**config.mk**
```make
export PLATFORM = sky130hd
export DESIGN_NAME = param_ring_counter_flat
export DESIGN_NICKNAME = d
export VERILOG_FILES = /design/src/rtl/param_ring_counter_if.sv /design/src/rtl/param_ring_counter.sv /design/src/flat_wrapper.sv
export SDC_FILE = /design/constraint.sdc
export NUM_CORES = 1
export LEC_CHECK = 0
export ABC_AREA = 1
export BUFFER_PORTS_ARGS = -buffer_cell sky130_fd_sc_hd__buf_4
export CORE_MARGIN = 4
export CORE_UTILIZATION = 51
export CTS_CLUSTER_DIAMETER = 150
export DETAILED_ROUTE_END_ITERATION = 8
export PLACE_DENSITY_LB_ADDON = 0.05
export REMOVE_ABC_BUFFERS = 1
export SYNTH_ARGS = -nofsm -noshare
export SYNTH_HDL_FRONTEND = slang
export SYNTH_SLANG_ARGS = --single-unit
```
**constraint.sdc**
```tcl
create_clock -name clk -period 1.95 [get_ports clk]
set_input_delay 0 -clock clk [delete_from_list [all_inputs] [get_ports clk]]
set_output_delay 0 -clock clk [all_outputs]
set_load 0.01 [all_outputs]
```
**src/rtl/param_ring_counter_if.sv**
```systemverilog
// Bundled control and status signals for param_ring_counter.
// Protocol: there is no handshake. Every control input is sampled on each
// rising clock edge, and its effect shows on the registered outputs after
// that edge. The master drives the controls; the slave (counter) drives
// the code, position and pulse outputs.
interface param_ring_counter_if #(
  parameter int N = 4
);
  localparam int PW = $clog2(2 * N);

  logic          en;
  logic          dir;
  logic          mode;
  logic          load;
  logic [PW-1:0] load_pos;
  logic [N-1:0]  y;
  logic [PW-1:0] pos;
  logic          wrap;
  logic          err;

  modport master (
    output en, dir, mode, load, load_pos,
    input  y, pos, wrap, err
  );

  modport slave (
    input  en, dir, mode, load, load_pos,
    output y, pos, wrap, err
  );
endinterface

```
**src/rtl/param_ring_counter.sv**
```systemverilog
// N-position sequencer producing a one-hot ring code (N states) or a
// Johnson code (2N states). Supports run-time mode select, enable,
// up/down stepping, synchronous load and wrap/error pulses.
// All outputs are registered.
module param_ring_counter #(
  parameter int N = 4
) (
  input logic                 clk,
  input logic                 rst,
  param_ring_counter_if.slave bus
);
  localparam int PW = $clog2(2 * N);
  localparam logic [PW-1:0] LAST_RING = PW'(N - 1);
  localparam logic [PW-1:0] LAST_JOHN = PW'(2 * N - 1);

  logic [PW-1:0] pos_q, pos_d;
  logic          mode_q, mode_d;
  logic [N-1:0]  y_q, y_d;
  logic          wrap_q, wrap_d;
  logic          err_q, err_d;
  logic [PW-1:0] last_new;
  logic [PW-1:0] last_cur;

  // Code for a position: ring is one-hot at p; Johnson fills ones from the
  // bottom for p < N, then clears them from the bottom for p >= N.
  function automatic logic [N-1:0] encode(input logic [PW-1:0] p, input logic m);
    logic [N-1:0] r;
    r = '0;
    for (int i = 0; i < N; i++) begin
      if (!m)
        r[i] = (int'(p) == i);
      else if (int'(p) < N)
        r[i] = (i < int'(p));
      else
        r[i] = (i >= int'(p) - N);
    end
    return r;
  endfunction

  // Next state, priority load > mode change > enable.
  always_comb begin
    pos_d    = pos_q;
    mode_d   = mode_q;
    wrap_d   = 1'b0;
    err_d    = 1'b0;
    last_new = bus.mode ? LAST_JOHN : LAST_RING;
    last_cur = mode_q ? LAST_JOHN : LAST_RING;
    if (bus.load) begin
      if (bus.load_pos <= last_new) begin
        pos_d  = bus.load_pos;
        mode_d = bus.mode;
      end else begin
        err_d = 1'b1;
      end
    end else if (bus.mode != mode_q) begin
      pos_d  = '0;
      mode_d = bus.mode;
    end else if (bus.en) begin
      if (!bus.dir) begin
        if (pos_q == last_cur) begin
          pos_d  = '0;
          wrap_d = 1'b1;
        end else begin
          pos_d = pos_q + PW'(1);
        end
      end else begin
        if (pos_q == '0) begin
          pos_d  = last_cur;
          wrap_d = 1'b1;
        end else begin
          pos_d = pos_q - PW'(1);
        end
      end
    end
    y_d = encode(pos_d, mode_d);
  end

  // State and output registers; reset adopts the mode input immediately.
  always_ff @(posedge clk) begin
    if (rst) begin
      pos_q  <= '0;
      mode_q <= bus.mode;
      y_q    <= encode('0, bus.mode);
      wrap_q <= 1'b0;
      err_q  <= 1'b0;
    end else begin
      pos_q  <= pos_d;
      mode_q <= mode_d;
      y_q    <= y_d;
      wrap_q <= wrap_d;
      err_q  <= err_d;
    end
  end

  assign bus.y    = y_q;
  assign bus.pos  = pos_q;
  assign bus.wrap = wrap_q;
  assign bus.err  = err_q;
endmodule

```
**src/flat_wrapper.sv**
```systemverilog
// flat-port wrapper written by rule: the top's interface ports become plain ports
module param_ring_counter_flat 
#(
  parameter int N = 4
)
  (clk, rst, bus_en, bus_dir, bus_mode, bus_load, bus_load_pos, bus_y, bus_pos, bus_wrap, bus_err);
  param_ring_counter_if #(.N(N)) bus_i ();
  input logic clk;
  input logic rst;
  input wire logic [$bits(bus_i.en)-1:0] bus_en;
  input wire logic [$bits(bus_i.dir)-1:0] bus_dir;
  input wire logic [$bits(bus_i.mode)-1:0] bus_mode;
  input wire logic [$bits(bus_i.load)-1:0] bus_load;
  input wire logic [$bits(bus_i.load_pos)-1:0] bus_load_pos;
  output wire logic [$bits(bus_i.y)-1:0] bus_y;
  output wire logic [$bits(bus_i.pos)-1:0] bus_pos;
  output wire logic [$bits(bus_i.wrap)-1:0] bus_wrap;
  output wire logic [$bits(bus_i.err)-1:0] bus_err;
  assign bus_i.en = bus_en;
  assign bus_i.dir = bus_dir;
  assign bus_i.mode = bus_mode;
  assign bus_i.load = bus_load;
  assign bus_i.load_pos = bus_load_pos;
  assign bus_y = bus_i.y;
  assign bus_pos = bus_i.pos;
  assign bus_wrap = bus_i.wrap;
  assign bus_err = bus_i.err;
  param_ring_counter #(.N(N)) u_core (.clk(clk), .rst(rst), .bus(bus_i));
endmodule
```
==> flow_metrics.env <==
export IMPL_insertion_delay_ns=0.26
export IMPL_cts_tree="done"
export IMPL_drtPass1Iterations=4
export IMPL_crit_start="u_core.bus.pos[0]"
export IMPL_postSynthCellCount=109
export IMPL_cts_hold_buffers=1
export IMPL_pin_count=18
export IMPL_ys_seq_area_frac=0.262
export IMPL_ys_flop_type="dfxtp_1"
export IMPL_yosys_area_top_type_share=0.262
export IMPL_critPathRequiredTime_ns=2.10
export IMPL_drt_total_wl_um=1900
export IMPL_final_antenna_net_count=0
export IMPL_drv_slew=0
export IMPL_ys_top_cells_by_area="dfxtp_1 (26%), nand2_1 (13%), ha_1 (11%)"
export IMPL_die_area_um2=2180
export IMPL_antenna_cells=0
export IMPL_ff2ff_setup_slack_ns=0.1
export IMPL_vias=771
export IMPL_cts_setup_buffers=0
export IMPL_grt_pass1_vias=702
export IMPL_cts_resized=0
export IMPL_yosysUniqueCellTypes=25
export IMPL_clockPowerShare=0.286
export IMPL_grt_pass1_wl_um=3020
export IMPL_fp_row_count=13
export IMPL_hold_class="in2reg"
export IMPL_ys_ff_latch=10
export IMPL_overflow=0
export IMPL_power_frac_comb=0.348
export IMPL_seq_power_share=0.366
export IMPL_power_internal_mw=0.428
export IMPL_grtUsageTotal=0.197
export IMPL_numCtsBuffers=3
export IMPL_grt_max_degree=10
export IMPL_io_buffers=17
export IMPL_routed_via_density=5.32
export IMPL_drc=0
export IMPL_crit_fanout=6
export IMPL_nets=147
export IMPL_max_vdd_ir_drop_v=0.000260
export IMPL_final_cells=145
export IMPL_finalPower_mw=0.648
export IMPL_drt_initial_drc_count=23
export IMPL_period_share=0.950
export IMPL_final_min_clock_period_ns=1.85
export IMPL_clk_pin_slew_worst_paths_ns=0.07
export IMPL_tightest_slew_ns=0.316
export IMPL_antenna_found_initial=0
export IMPL_synth_edf_count=0
export IMPL_maxSlewHeadroom=0.784
export IMPL_placed_area_um2=906
export IMPL_p_sw_frac=0.339
export IMPL_syn2layout_area_growth_pct=24.8
export IMPL_cellPowerDensity_nw_per_um2=681
export IMPL_cts_sinks=10
export IMPL_place_hpwl_um=1450
export IMPL_timing_fmax_ghz=0.540
export IMPL_async_flop_share=0
export IMPL_die_w_um=46.7
export IMPL_min_from="bus_mode"
export IMPL_setup_violations=0
export IMPL_avgSynthCellArea_um2=7.00
export IMPL_finalSetupTns_ns=0
export IMPL_status="finished, final reports clean"
export IMPL_cts_root_buf="clkbuf_4"
export IMPL_drive_above_1_share=0.323
export IMPL_synth_top_cell_by_area="dfxtp_1"
export IMPL_drv_cap=0
export IMPL_fin_area_um2=952
export IMPL_wl_per_cell_um=13.1
export IMPL_timing_hold_violations_final=0
export IMPL_start_kind="flop"
export IMPL_critPathArrivalTime_ns=2.00
export IMPL_gp_congestion=0.985
export IMPL_rsz0062_at_grt="no"
export IMPL_yosysMostFrequentCell="nand2_1"
export IMPL_fp_dieH_um=46.7
export IMPL_synth_common_cells="nand2_1 (26), nand3_1 (12), dfxtp_1 (10), nor2_1 (10), inv_1 (8)"
export IMPL_dp_cells=140
export IMPL_whs_ns=0.0881
export IMPL_coreArea_um2=1350
export IMPL_critical_path_class="reg2reg"
export IMPL_syn_area_um2=763
export IMPL_ys_warn_count=0
export IMPL_p_leak_nw=0.473
export IMPL_power_switching_mw=0.220
export IMPL_fin_skew_ns=0.00615
export IMPL_worstReg2RegStart="u_core.bus.pos[0]"
export IMPL_cp_end_kind="flop"
export IMPL_clockBufferDepth=2
export IMPL_h_tree_depth=1
export IMPL_initial_utilization=0.565
power by group through the flow:
stage	sequential, mW	clock, mW	combinational (mW)
finish	0.238	0.185	0.225
global route	0.239	0.196	0.250
CTS	0.237	0.187	0.223
detailed placement	0.242	0	0.220
global placement	0.241	0	0.215
floorplan	0.247	0	0.138
worst max-delay path, stage by stage (launching register included):
cell     delay (ns)
dfxtp_1        0.45
inv_1          0.11
ha_1           0.32
xor2_1         0.16
o21ai_2        0.17
nand2_4        0.08
ha_1           0.30
nand2_1        0.08
o21ai_0        0.07
stage by stage:
step	worst slack (ns)	utilization
4_1_cts	0.141	0.705
6_report	0.0983	0.705
3_3_place_gp	0.197	0.671
5_1_grt	0.00548	0.705
3_5_place_dp	0.154	0.671
2_1_floorplan	0.273	-
cell usage in the layout (no fill, tap or decap), types with 2 or more instances in the layout:
| cell type | Yosys | routed |
|---|---|---|
| ha_1 | 7 | 7 |
| nor2_2 | 3 | 3 |
| nand2_1 | 26 | 26 |
| dfxtp_1 | 10 | 10 |
| o21ai_0 | 3 | 3 |
| nor2_1 | 10 | 10 |
| nand3_1 | 12 | 12 |
| inv_1 | 8 | 8 |
| inv_2 | 4 | 4 |
| o21ai_2 | 3 | 3 |
| a21oi_2 | 3 | 3 |
| buf_4 | 0 | 17 |
| a21oi_1 | 3 | 3 |
| nand2_4 | 2 | 2 |
| clkbuf_4 | 0 | 3 |
| nand2_2 | 3 | 3 |
| nand3_2 | 2 | 2 |
metal layers:
metal,up-vias,track usage,routed length (µm)
li1,403,-,-
met5,-,0,0
met1,335,0.261,876
met2,31,0.308,902
met3,2,0.0273,112
met4,0,0.0994,6
cell families after synthesis:
family	synth area share
AO/OA/AOI/OAI	0.159
XOR/XNOR	0.0115
adder cells (fa/ha/maj)	0.115
buffers and inverters	0.0639
flip-flops	0.262
AND/OR/NAND/NOR	0.389
sequential cells by signal (all words and copies together) (netlist names):
signal / cells
u_core.bus.y: 4
u_core.bus.wrap: 1
u_core.bus.pos: 3
u_core.mode_q: 1
u_core.bus.err: 1
final timing paths:
kind                            depth (start not counted)               to
worst max-delay path                                    8  u_core.bus.y[1]
worst min-delay path                                    3    u_core.mode_q
worst max register to register                          8  u_core.bus.y[1]
worst min register to register                          3  u_core.bus.wrap
final cells by class:
cell class | count | area [µm²]
Multi-Input combinational cell | 86 | 514
Fill cell | 125 | 398
Sequential cell | 10 | 200
Timing Repair Buffer | 18 | 138
Inverter | 12 | 45.0
Clock buffer | 4 | 36.3
Tap cell | 15 | 18.8
Note: power is estimated with default switching activity, not from simulation.
